### config.mk
export PLATFORM = sky130hd
export DESIGN_NAME = clk_div_bank
export DESIGN_NICKNAME = d
export VERILOG_FILES = /design/src/rtl/clkgen_pkg.sv /design/src/rtl/clk_div_ch.sv /design/src/rtl/clk_div_bank.sv
export SDC_FILE = /design/constraint.sdc
export NUM_CORES = 1
export LEC_CHECK = 0
export CORE_MARGIN = 4
export CORE_UTILIZATION = 54
export CTS_CLUSTER_DIAMETER = 80
export DETAILED_ROUTE_END_ITERATION = 16
export PLACE_DENSITY = 0.82
export SYNTH_ARGS = -nofsm -noshare
export SYNTH_HDL_FRONTEND = slang
export SYNTH_SLANG_ARGS = --single-unit
export TNS_END_PERCENT = 50
### constraint.sdc
create_clock -name clk -period 3.9 [get_ports clk]
set_clock_uncertainty 0.15 [all_clocks]
set_input_delay 0.585 -clock clk [delete_from_list [all_inputs] [get_ports clk]]
set_output_delay 0.585 -clock clk [all_outputs]
set_load 0.05 [all_outputs]
### src/rtl/clkgen_pkg.sv
// Shared types and helpers for the clock divider bank.
// Divisors below 2 cannot make a two-phase clock, so they are clamped up to 2.
package clkgen_pkg;

   localparam int DEFAULT_DIV_W = 8;

   typedef enum logic {
      IDLE = 1'b0,
      RUN  = 1'b1
   } ch_state_t;

   // Values 0 and 1 are stored as 2; everything else passes through unchanged.
   function automatic logic [31:0] clamp_div(input logic [31:0] value);
      return (value < 32'd2) ? 32'd2 : value;
   endfunction

endpackage

### src/rtl/clk_div_ch.sv
// One divider channel: shadow/active divisor, period counter, glitch-free run control.
// All outputs come straight from flops; the next-state logic computes them one cycle ahead.
module clk_div_ch
   import clkgen_pkg::*;
#(
   parameter int DIV_W       = DEFAULT_DIV_W,
   parameter int DEFAULT_DIV = 2
) (
   input  logic             clk,
   input  logic             rst,
   input  logic             en,
   input  logic             div_load,
   input  logic [DIV_W-1:0] div_val,
   input  logic             sync,
   output logic             clk_out,
   output logic             tick,
   output logic             running
);

   localparam logic [DIV_W-1:0] RST_DIV = DIV_W'(clamp_div(32'(DEFAULT_DIV)));

   ch_state_t        r_state;
   logic [DIV_W-1:0] r_cnt;
   logic [DIV_W-1:0] r_shadow;
   logic [DIV_W-1:0] r_active;
   logic             r_clk_out;
   logic             r_tick;

   ch_state_t        w_state_next;
   logic [DIV_W-1:0] w_cnt_next;
   logic [DIV_W-1:0] w_shadow_next;
   logic [DIV_W-1:0] w_active_next;
   logic             w_clk_out_next;
   logic             w_tick_next;
   logic [DIV_W-1:0] w_div_clamped;
   logic             w_start;
   logic             w_boundary;
   logic             w_restart;
   logic             w_load_evt;

   assign w_div_clamped = DIV_W'(clamp_div(32'(div_val)));

   always_ff @(posedge clk) begin
      if (rst) begin
         r_state   <= IDLE;
         r_cnt     <= '0;
         r_shadow  <= RST_DIV;
         r_active  <= RST_DIV;
         r_clk_out <= 1'b0;
         r_tick    <= 1'b0;
      end else begin
         r_state   <= w_state_next;
         r_cnt     <= w_cnt_next;
         r_shadow  <= w_shadow_next;
         r_active  <= w_active_next;
         r_clk_out <= w_clk_out_next;
         r_tick    <= w_tick_next;
      end
   end

   always_comb begin
      w_start       = (r_state == IDLE) && en;
      w_boundary    = (r_state == RUN) && (r_cnt == (r_active - DIV_W'(1)));
      w_restart     = sync && ((r_state == RUN) || en);
      w_load_evt    = w_start || w_boundary || w_restart;

      w_state_next  = r_state;
      w_cnt_next    = r_cnt;
      w_shadow_next = div_load ? w_div_clamped : r_shadow;
      w_active_next = r_active;

      // A divisor written on the same cycle as a reload bypasses the shadow.
      if (w_load_evt) begin
         w_active_next = div_load ? w_div_clamped : r_shadow;
      end

      if (w_start || w_restart) begin
         w_state_next = RUN;
         w_cnt_next   = '0;
      end else if (r_state == RUN) begin
         if (w_boundary) begin
            w_cnt_next = '0;
            if (!en) begin
               w_state_next = IDLE;
            end
         end else begin
            w_cnt_next = r_cnt + DIV_W'(1);
         end
      end

      // In RUN the counter only returns to 0 at the start of a new period.
      w_clk_out_next = (w_state_next == RUN) && (w_cnt_next < (w_active_next >> 1));
      w_tick_next    = (w_state_next == RUN) && (w_cnt_next == '0);
   end

   assign clk_out = r_clk_out;
   assign tick    = r_tick;
   assign running = (r_state == RUN);

endmodule

### src/rtl/clk_div_bank.sv
// Bank of NUM_CH independent programmable clock dividers sharing one system clock.
// A single sync pulse is fanned out so all running channels restart in phase.
module clk_div_bank
   import clkgen_pkg::*;
#(
   parameter int NUM_CH      = 4,
   parameter int DIV_W       = DEFAULT_DIV_W,
   parameter int DEFAULT_DIV = 2
) (
   input  logic                    clk,
   input  logic                    rst,
   input  logic [NUM_CH-1:0]       en,
   input  logic [NUM_CH-1:0]       div_load,
   input  logic [NUM_CH*DIV_W-1:0] div_val,
   input  logic                    sync,
   output logic [NUM_CH-1:0]       clk_out,
   output logic [NUM_CH-1:0]       tick,
   output logic [NUM_CH-1:0]       running
);

   genvar gi;
   generate
      for (gi = 0; gi < NUM_CH; gi++) begin : g_ch
         clk_div_ch #(
            .DIV_W       (DIV_W),
            .DEFAULT_DIV (DEFAULT_DIV)
         ) u_ch (
            .clk      (clk),
            .rst      (rst),
            .en       (en[gi]),
            .div_load (div_load[gi]),
            .div_val  (div_val[gi*DIV_W +: DIV_W]),
            .sync     (sync),
            .clk_out  (clk_out[gi]),
            .tick     (tick[gi]),
            .running  (running[gi])
         );
      end
   endgenerate

endmodule
Yosys cells after proc, flatten, opt, wreduce, memory -nomap -nowiden:

Index checks and enable logic that the tools add are counted.

* logic and storage cells: 132
* flip-flop bits (word level): 108
* input port bits: 43
* output and inout bits: 12

* multiplexer cells: 40
* equality and inequality tests: 4
* bitwise gates (word level): 4
* $add $sub $neg: 8
* reduce and logical (&&, ||, !) cells: 40
* magnitude comparators: 8

Operator list (number)
* 2-to-1 mux 8 bit: 24
* adder 8 x 1 -> 8 bit (second input constant): 4
* == test 8 bit: 4
* zero test 8 bit: 4
* less-than comparator 8 x 2 -> 1 bit (second input constant): 4
* less-than comparator 8 x 7 -> 1 bit: 4
* subtractor 8 x 1 -> 8 bit (second input constant): 4
* logical AND 1 bit: 20
* logical OR 1 bit: 16
* 2-to-1 mux 1 bit: 16
* inverter 1 bit: 4

Depth between registers and ports, before layout:

Gate-level depths: netlist of run 1.

* word-level depth: 8
* gate-level depth with buffers: 16
* mapped depth without buffers: 14

Hierarchy:

A second synthesis of run 1 with hierarchy kept.

* cells, all modules: 724
* area, all modules: 6501.2 µm²

Modules (own cells, without submodules)
* clk_div_ch: area each 1625.3 µm², times used 4, cells an instance 181, seq. area each 540.5 µm²

Least setup slack after synthesis of run 1:

OpenSTA, ideal clock, no wires.

* path type: register to register
* start: register g_ch[3].u_ch.r_active[0]
* end: register g_ch[3].u_ch.r_clk_out
* clock period less this slack: 3.442 ns
* stages on the path, launching flop included: 17
* library setup time: 0.086 ns
* path buffers: 2
* arrival: 3.207 ns
* slack: 0.458 ns
* cells stage by stage: dfxtp_1 buf_2 inv_1 ha_1 xnor2_1 a211oi_1 o2111ai_1 o22ai_2 buf_4 mux2i_1 ha_1 a21o_1 a21o_1 a21oi_1 a31oi_1 o211a_1 a211oi_1

* cells in the longest elaborated chain, start to end: 8
* elaborated cells on any way between the ends: 14

Ends and longest elaborated chain
* from (decl): line clk_div_ch.sv:25 `logic [DIV_W-1:0] r_active;`
* from (signal assigned): line clk_div_ch.sv:55 `r_active <= w_active_next;`
* subtractor 8 x 1 -> 8 bit (*): line clk_div_ch.sv:63 `w_boundary = (r_state == RUN) && (r_cnt == (r_active - DIV_W'(1)));`
* == test 8 bit (*): line clk_div_ch.sv:63
* logical AND 1 bit (*): line clk_div_ch.sv:63
* 2-to-1 mux 8 bit or logical OR 1 bit (tied branches): line clk_div_ch.sv:81, clk_div_ch.sv:65
* 2-to-1 mux 8 bit or logical OR 1 bit (tied branches): line clk_div_ch.sv:80, clk_div_ch.sv:65
* 2-to-1 mux 8 bit (on tied branches): line clk_div_ch.sv:77, clk_div_ch.sv:73
* less-than comparator 8 x 7 -> 1 bit: line clk_div_ch.sv:92 `w_clk_out_next = (w_state_next == RUN) && (w_cnt_next < (w_active_next >> 1));`
* logical AND 1 bit (*): line clk_div_ch.sv:92
* to (signal assigned): line clk_div_ch.sv:56 `r_clk_out <= w_clk_out_next;`
* to (decl): line clk_div_ch.sv:26 `logic r_clk_out;`

Every way passes the cells marked *; elsewhere a longest branch is shown, timed or not.
A chain may end at the register's enable or synchronous reset.

Worst setup path in the final report of run 1:

Ends and elaborated chain as after synthesis.

==> flow_summary_export.csv, run 1 <==
group,metric,value,unit
finish,final_util,0.635,
logic_synthesis,synth_top_area_frac,0.330,
logic_synthesis,netlist_top_cells_count,"sky130_fd_sc_hd__dfxtp_1, sky130_fd_sc_hd__nor2_1, sky130_fd_sc_hd__and2_1, sky130_fd_sc_hd__xor2_1, sky130_fd_sc_hd__ha_1",
floorplan,fp.coreArea,11700,um^2
setup_path,cp_data_arrival_time,3.75,ns
sta,setup_repair_after_global_routing_missed_its_margin,"no",
place,post-dp-hpwl,12000,um
floorplan,fp.dieArea,14000,um^2
sta,final.setup.tns,0,ns
logic_synthesis,synth.cell_area,6560,um^2
global_route,grt_max_degree,45,
setup_path,cp_max_fo,11,
logic_synthesis,synth_top_family_by_area,"simple AND/OR/NAND/NOR gates",
finish,final_layout_size_suffix_gt1_frac,0.0865,
setup_path,crit_path_max_incr_delay,0.42,ns
clock_tree,cts_htree_levels,3,
setup_path,critical-path-top-delay-family,"compound AO/OA/AOI/OAI gates",
logic_synthesis,synth_seq_cells,108,
logic_synthesis,asyncSetResetFlopFracSynth,0,
power_and_ir_drop,power-per-cell-area,399,nW/um^2
clock_tree,cts.sink_count,108,
flow_run,maxCapViolations,0,
logic_synthesis,yosysWarningCount,0,
setup_path,timing.critical_path.required,4.03,ns
setup_path,critPathMostFrequentCell,"sky130_fd_sc_hd__ha_1",
floorplan,die_y,118,um
global_route,total_overflow_reported_by_the_global_router,0,
setup_path,cp_cell_sequence,"inv_1 -> ha_1 -> xnor2_1 -> a211oi_1 -> o2111ai_2 -> o22ai_2 -> buf_4 -> mux2i_1 -> ha_1 -> a21o_1 -> a21oi_1 -> a31oi_1 -> o211a_1 -> a211oi_2",
setup_path,worstReg2RegStart,"g_ch[3].u_ch.r_active[0]$_SDFFE_PP0N_",
finish,fin_cells,929,
setup_path,path_class,"reg2reg",
detailed_routing,drtPass1Iterations,6,
finish,antenna_cells_inserted,0,
logic_synthesis,mappedNetlistNets,834,
place,detailed_place.area,7070,um^2
sta,min_period_over_period,0.930,
global_route,initial_antenna_violation_count,0,
detailed_routing,post-route-drc-count,0,
power_and_ir_drop,peakVddDrop,0.000220,V
setup_path,reg2reg_setup_slack,0.27,ns
logic_synthesis,yosys.area.top_type,"sky130_fd_sc_hd__dfxtp_1",
setup_path,rr_endpoint,"g_ch[3].u_ch.clk_out$_SDFF_PP0_",
clock_tree,clk_latency,0.36,ns
power_and_ir_drop,total_leakage_power,2.93,nW
setup_path,critPathLaunchType,"register",
global_route,global_route.usage.total,0.229,
place,post-place-cells,913,
logic_synthesis,synth_enable_flop_cells,0,
detailed_routing,drtAntennaViolNets,0,
logic_synthesis,ys.flop_type,"sky130_fd_sc_hd__dfxtp_1",
finish,synthToLayoutAreaGrowth,13.0,%
floorplan,ioPinCount,55,
clock_tree,tritoncts_clock_tree,"built",
sta,worst-slew-pin-transition,0.612,ns
sta,whs,0.349,ns
setup_path,crit_cells,14,
setup_path,critPathCapture,"g_ch[3].u_ch.clk_out$_SDFF_PP0_",
clock_tree,postCtsSetupBuffers,0,
detailed_routing,routed_length_per_instance,17.2,um
outcome,status,"finished clean",
sta,slew_headroom,0.588,
place,globalplace.congestion,0.918,
logic_synthesis,synth_xor_xnor_area_share,0.0880,
setup_path,depth_of_the_worst_register_to_register_path,14,
logic_synthesis,netlist-cell-type-count,62,
floorplan,start_util,0.562,
detailed_routing,wirelength,16000,um
sta,setup_viol_count_final,0,
clock_tree,cts_made_buffers,9,
clock_tree,cts-root-buf,"sky130_fd_sc_hd__clkbuf_16",
setup_path,setup.worst_path.end_class,"register",
clock_tree,max-clock-path-buffers,2,
logic_synthesis,synth_compound_area_frac,0.157,
sta,slew_violations,0,
global_route,grt_first_pass_wirelength,26700,um
floorplan,std_cell_rows,39,
setup_path,critical_path.slowest_cell,"sky130_fd_sc_hd__dfxtp_2",
finish,final_design_area_no_fill,7410,um^2
logic_synthesis,synth_seq_area_share,0.330,
logic_synthesis,yosys-top-cells-area,"sky130_fd_sc_hd__dfxtp_1, sky130_fd_sc_hd__ha_1, sky130_fd_sc_hd__nor2_1",
place,io_buffers,54,
sta,final.min_clock_period,3.63,ns
global_route,first_global_vias,5709,
setup_path,worstSetupStartpoint,"g_ch[3].u_ch.r_active[0]$_SDFFE_PP0N_",
detailed_routing,detailroute.via_count,5666,
detailed_routing,avgViaCountPerCell,6.10,
worst_hold_path,hold_path.class,"reg2reg",
finish,nNetsFinal,856,
detailed_routing,drt_first_iter_violations,506,
clock_tree,ctsHoldBuffers,0,
clock_tree,path_clk_slew,0.07,ns
logic_synthesis,synthMostInstantiatedCell,"sky130_fd_sc_hd__dfxtp_1",
floorplan,die_width,118,um
logic_synthesis,synth-simple-area-share,0.224,
setup_path,cp_num_buf_inv,2,
logic_synthesis,synthMuxAreaShare,0.0842,
sta,timing.fmax,276,MHz
logic_synthesis,synthesis.area_per_instance,8.64,um^2
logic_synthesis,synthCells,759,
sta,report.final.hold_viol_count,0,
logic_synthesis,yosys.area_share.adder,0.0611,
clock_tree,post_cts_resize_count,0,
==> state kept, by name (all words and copies together), names as in the netlist <==
name,cells
g_ch.u_ch.running,4
g_ch.u_ch.clk_out,4
g_ch.u_ch.tick,4
g_ch.u_ch.r_shadow,32
g_ch.u_ch.r_active,32
g_ch.u_ch.r_cnt,32
==> layout by cell type (no fill, tap or decap), drive strengths merged, types with 23 or more instances in the layout <==
cell type	Yosys	routed
mux2	25	25
nor2	103	103
clkdlybuf4s50	0	54
inv	20	23
mux2i	27	27
xor2	33	33
nor3	27	27
and2	34	34
nand3	25	25
nand2	30	30
dfxtp	108	108
ha	32	32
xnor2	32	32
==> cells by family after synthesis <==
kind of cell | Yosys count
AO/OA/AOI/OAI | 138
XOR/XNOR | 65
adder cells (fa/ha/maj) | 32
buffers and inverters | 73
flip-flops | 108
multiplexers | 52
AND/OR/NAND/NOR | 291
==> per-layer routing <==
layer	vias up	part of all wire	track usage
met5	-	0	0
met4	0	0.034	0.120
met3	41	0.046	0.0406
met2	160	0.49	0.391
met1	2721	0.43	0.275
li1	2744	-	-
==> how the worst min path moves through the flow <==
stage	from	endpoint	slack [ns]	cells past startpoint
after floorplan	g_ch[0].u_ch.r_shadow[0]$_SDFF_PP0_	g_ch[0].u_ch.r_shadow[0]$_SDFF_PP0_	0.31	2
after global placement	g_ch[2].u_ch.r_shadow[0]$_SDFF_PP0_	g_ch[2].u_ch.r_shadow[0]$_SDFF_PP0_	0.33	2
after detailed placement	g_ch[2].u_ch.r_shadow[0]$_SDFF_PP0_	g_ch[2].u_ch.r_shadow[0]$_SDFF_PP0_	0.34	2
after CTS	g_ch[2].u_ch.r_shadow[0]$_SDFF_PP0_	g_ch[2].u_ch.r_shadow[0]$_SDFF_PP0_	0.35	2
after global routing	g_ch[2].u_ch.r_shadow[0]$_SDFF_PP0_	g_ch[2].u_ch.r_shadow[0]$_SDFF_PP0_	0.39	2
final	g_ch[2].u_ch.r_shadow[0]$_SDFF_PP0_	g_ch[2].u_ch.r_shadow[0]$_SDFF_PP0_	0.35	2
==> power by group <==
group          internal [mW]  leakage [nW]  switching (mW)  total, mW
sequential              1.17         0.886          0.0757       1.25
clock                  0.568         0.161           0.435       1.00
combinational          0.315          1.89           0.394      0.709
total                   2.06          2.93           0.904       2.96
==> through the flow <==
stage	power, mW	worst slack, ns
finish	2.96	0.275
global route	3.09	0.0387
CTS	2.96	0.0997
detailed placement	1.96	0.0442
global placement	1.93	0.196
floorplan	1.78	0.458
==> layout make-up <==
| type | instances | area (um^2) |
|---|---|---|
| flip-flops and latches | 108 | 2160 |
| clock buffers | 9 | 225 |
| repair buffers | 64 | 628 |
| well taps | 143 | 179 |
| multi-input cells | 578 | 4040 |
| inverters | 20 | 75.1 |
| fillers | 934 | 4250 |
| clock inverters | 7 | 96.3 |
==> worst min-delay path, delay by kind of cell (launching register included) <==
family | cells | cell delay (ns)
and+or+nand+nor | 1 | 0.08
muxes | 1 | 0.07
DFF | 1 | 0.31
(Power assumes the default switching activity.)
==> inputs of run 2 (changes only) <==
- SETUP_SLACK_MARGIN: not set -> 0.4
- SLEW_MARGIN: not set -> 20
==> flow_summary_export.csv, run 2 (synthesized netlist as in run 1, its figures left out) <==
group,metric,value,unit
outcome,status,"finished clean",
global_route,global_route.usage.total,0.230,
power_and_ir_drop,p_sw,940,uW
power_and_ir_drop,power-per-cell-area,395,nW/um^2
clock_tree,cts_htree_levels,3,
power_and_ir_drop,cellInternalPower,2.10,mW
setup_path,setup.worst_path.end_class,"register",
finish,antenna_cells_inserted,0,
setup_path,path_class,"reg2reg",
clock_tree,path_clk_slew,0.08,ns
global_route,grt_max_degree,45,
finish,synthToLayoutAreaGrowth,17.3,%
worst_hold_path,hold_path.class,"reg2reg",
power_and_ir_drop,comb_power_frac,0.258,
floorplan,start_util,0.562,
floorplan,std_cell_rows,39,
flow_run,maxCapViolations,0,
place,post-dp-hpwl,12000,um
floorplan,ioPinCount,55,
sta,timing.fmax,290,MHz
place,post-place-cells,913,
setup_path,cp_data_arrival_time,3.58,ns
detailed_routing,drtPass1Iterations,5,
floorplan,fp.coreArea,11700,um^2
finish,fillers,889,
detailed_routing,detailroute.via_count,5771,
finish,fin_cells,947,
power_and_ir_drop,sw_frac,0.309,
global_route,initial_antenna_violation_count,0,
clock_tree,cts.sink_count,108,
setup_path,timing.critical_path.required,4.03,ns
setup_path,reg2reg_setup_slack,0.45,ns
sta,slew_headroom,0.595,
sta,setup_repair_after_global_routing_missed_its_margin,"yes",
power_and_ir_drop,clockPowerShare,0.331,
global_route,grt_first_pass_wirelength,26900,um
finish,nNetsFinal,874,
clock_tree,ctsHoldBuffers,0,
detailed_routing,wirelength,16800,um
sta,setup_viol_count_final,0,
sta,final.min_clock_period,3.45,ns
place,globalplace.congestion,0.918,
floorplan,die_width,118,um
clock_tree,max-clock-path-buffers,2,
sta,final.setup.tns,0,ns
finish,final_layout_size_suffix_gt1_frac,0.141,
detailed_routing,post-route-drc-count,0,
sta,min_period_over_period,0.885,
clock_tree,tritoncts_clock_tree,"built",
detailed_routing,drt_first_iter_violations,565,
detailed_routing,drtAntennaViolNets,0,
sta,slew_violations,0,
setup_path,cp_max_fo,8,
clock_tree,cts-root-buf,"sky130_fd_sc_hd__clkbuf_16",
clock_tree,clk_latency,0.36,ns
detailed_routing,routed_length_per_instance,17.7,um
detailed_routing,avgViaCountPerCell,6.09,
global_route,first_global_vias,5750,
finish,layout_top_registers,"g_ch.u_ch.r_active (32), g_ch.u_ch.r_cnt (32), g_ch.u_ch.r_shadow (32)",
finish,mostFrequentLayoutCells,"sky130_fd_sc_hd__nor2_1, sky130_fd_sc_hd__dfxtp_1, sky130_fd_sc_hd__clkdlybuf4s50_1",
finish,final_util,0.659,
setup_path,critPathLaunchType,"register",
power_and_ir_drop,total_leakage_power,3.05,nW
clock_tree,cts_made_buffers,9,
place,io_buffers,54,
sta,report.final.hold_viol_count,0,
floorplan,die_y,118,um
power_and_ir_drop,seq_power_share,0.411,
global_route,total_overflow_reported_by_the_global_router,0,
finish,most_common_library_cell_in_the_layout_ignoring_fill_and_taps,"sky130_fd_sc_hd__nor2_1",
sta,worst-slew-pin-transition,0.601,ns
floorplan,fp.dieArea,14000,um^2
power_and_ir_drop,peakVddDrop,0.000222,V
-- run 2: path summary, 6_finish.rpt --
kind | from | to | cells after the start
setup / recovery | g_ch[3].u_ch.r_active[0]$_SDFFE_PP0N_ | g_ch[3].u_ch.clk_out$_SDFF_PP0_ | 15
hold / removal | g_ch[2].u_ch.r_shadow[0]$_SDFF_PP0_ | g_ch[2].u_ch.r_shadow[0]$_SDFF_PP0_ | 2
setup reg to reg | g_ch[3].u_ch.r_active[0]$_SDFFE_PP0N_ | g_ch[3].u_ch.clk_out$_SDFF_PP0_ | 15
hold reg to reg | g_ch[2].u_ch.r_shadow[0]$_SDFF_PP0_ | g_ch[2].u_ch.r_shadow[0]$_SDFF_PP0_ | 2
-- run 2: layout make-up --
type                            count  area [um^2]  share of cell area
Sequential cell                   108         2180               0.283
Timing Repair Buffer               82          777               0.101
Clock inverter                      7         96.3              0.0125
Clock buffer                        9          225              0.0293
Tap cell                          143          179              0.0233
Inverter                           20         75.1             0.00976
Multi-Input combinational cell    578         4160               0.541
-- run 2: power by group through the flow --
stage | logic, mW | registers, mW | clock network, mW
after floorplan | 0.546 | 1.24 | 0
after global placement | 0.665 | 1.27 | 0
after detailed placement | 0.697 | 1.27 | 0
after CTS | 0.717 | 1.24 | 1.02
after global routing | 0.845 | 1.26 | 1.06
final | 0.784 | 1.25 | 1.01
-- run 2: repair_timing --
item / in CTS / in global routing
pin swaps: 3 / 13
gates cloned: 0 / 0
gates resized for setup: 13 / 29
setup endpoints to repair: 2 / 4
buffers inserted: 4 / 14
-- run 2: routing by layer --
metal	vias up	GRT usage	part of all wire
met4	0	0.118	0.028
li1	2772	-	-
met5	-	0	0
met1	2772	0.278	0.43
met2	192	0.394	0.50
met3	35	0.0392	0.043
-- run 2: through the flow --
step / power (mW) / worst slack [ns] / hold WS [ns] / cell area, um^2
final: 3.04 / 0.448 / 0.347 / 7690
after global routing: 3.17 / 0.348 / 0.387 / 7690
after CTS: 2.98 / 0.388 / 0.353 / 7470
after detailed placement: 1.96 / 0.0442 / 0.336 / 7070
after global placement: 1.93 / 0.196 / 0.333 / 7070
after floorplan: 1.78 / 0.458 / 0.306 / 6560
-- run 2: critical path, cell delays in order, from the launching register on --
cell                        delay, ns
sky130_fd_sc_hd__dfxtp_4         0.37
sky130_fd_sc_hd__buf_4           0.14
sky130_fd_sc_hd__or3_1           0.37
sky130_fd_sc_hd__nand4_1         0.13
sky130_fd_sc_hd__a21oi_1         0.11
sky130_fd_sc_hd__o2bb2ai_2       0.30
sky130_fd_sc_hd__o22ai_4         0.15
sky130_fd_sc_hd__buf_6           0.15
sky130_fd_sc_hd__buf_4           0.15
sky130_fd_sc_hd__nor2_1          0.16
sky130_fd_sc_hd__ha_1            0.27
sky130_fd_sc_hd__a21o_1          0.19
sky130_fd_sc_hd__a21oi_2         0.15
sky130_fd_sc_hd__a31oi_1         0.09
sky130_fd_sc_hd__o211a_1         0.25
sky130_fd_sc_hd__a211oi_2        0.22
==> inputs of run 3 (changes only) <==
- SLEW_MARGIN: 20 -> not set
==> results of run 3 <==
Final layout, timing and power as in run 2 (identical DEF).
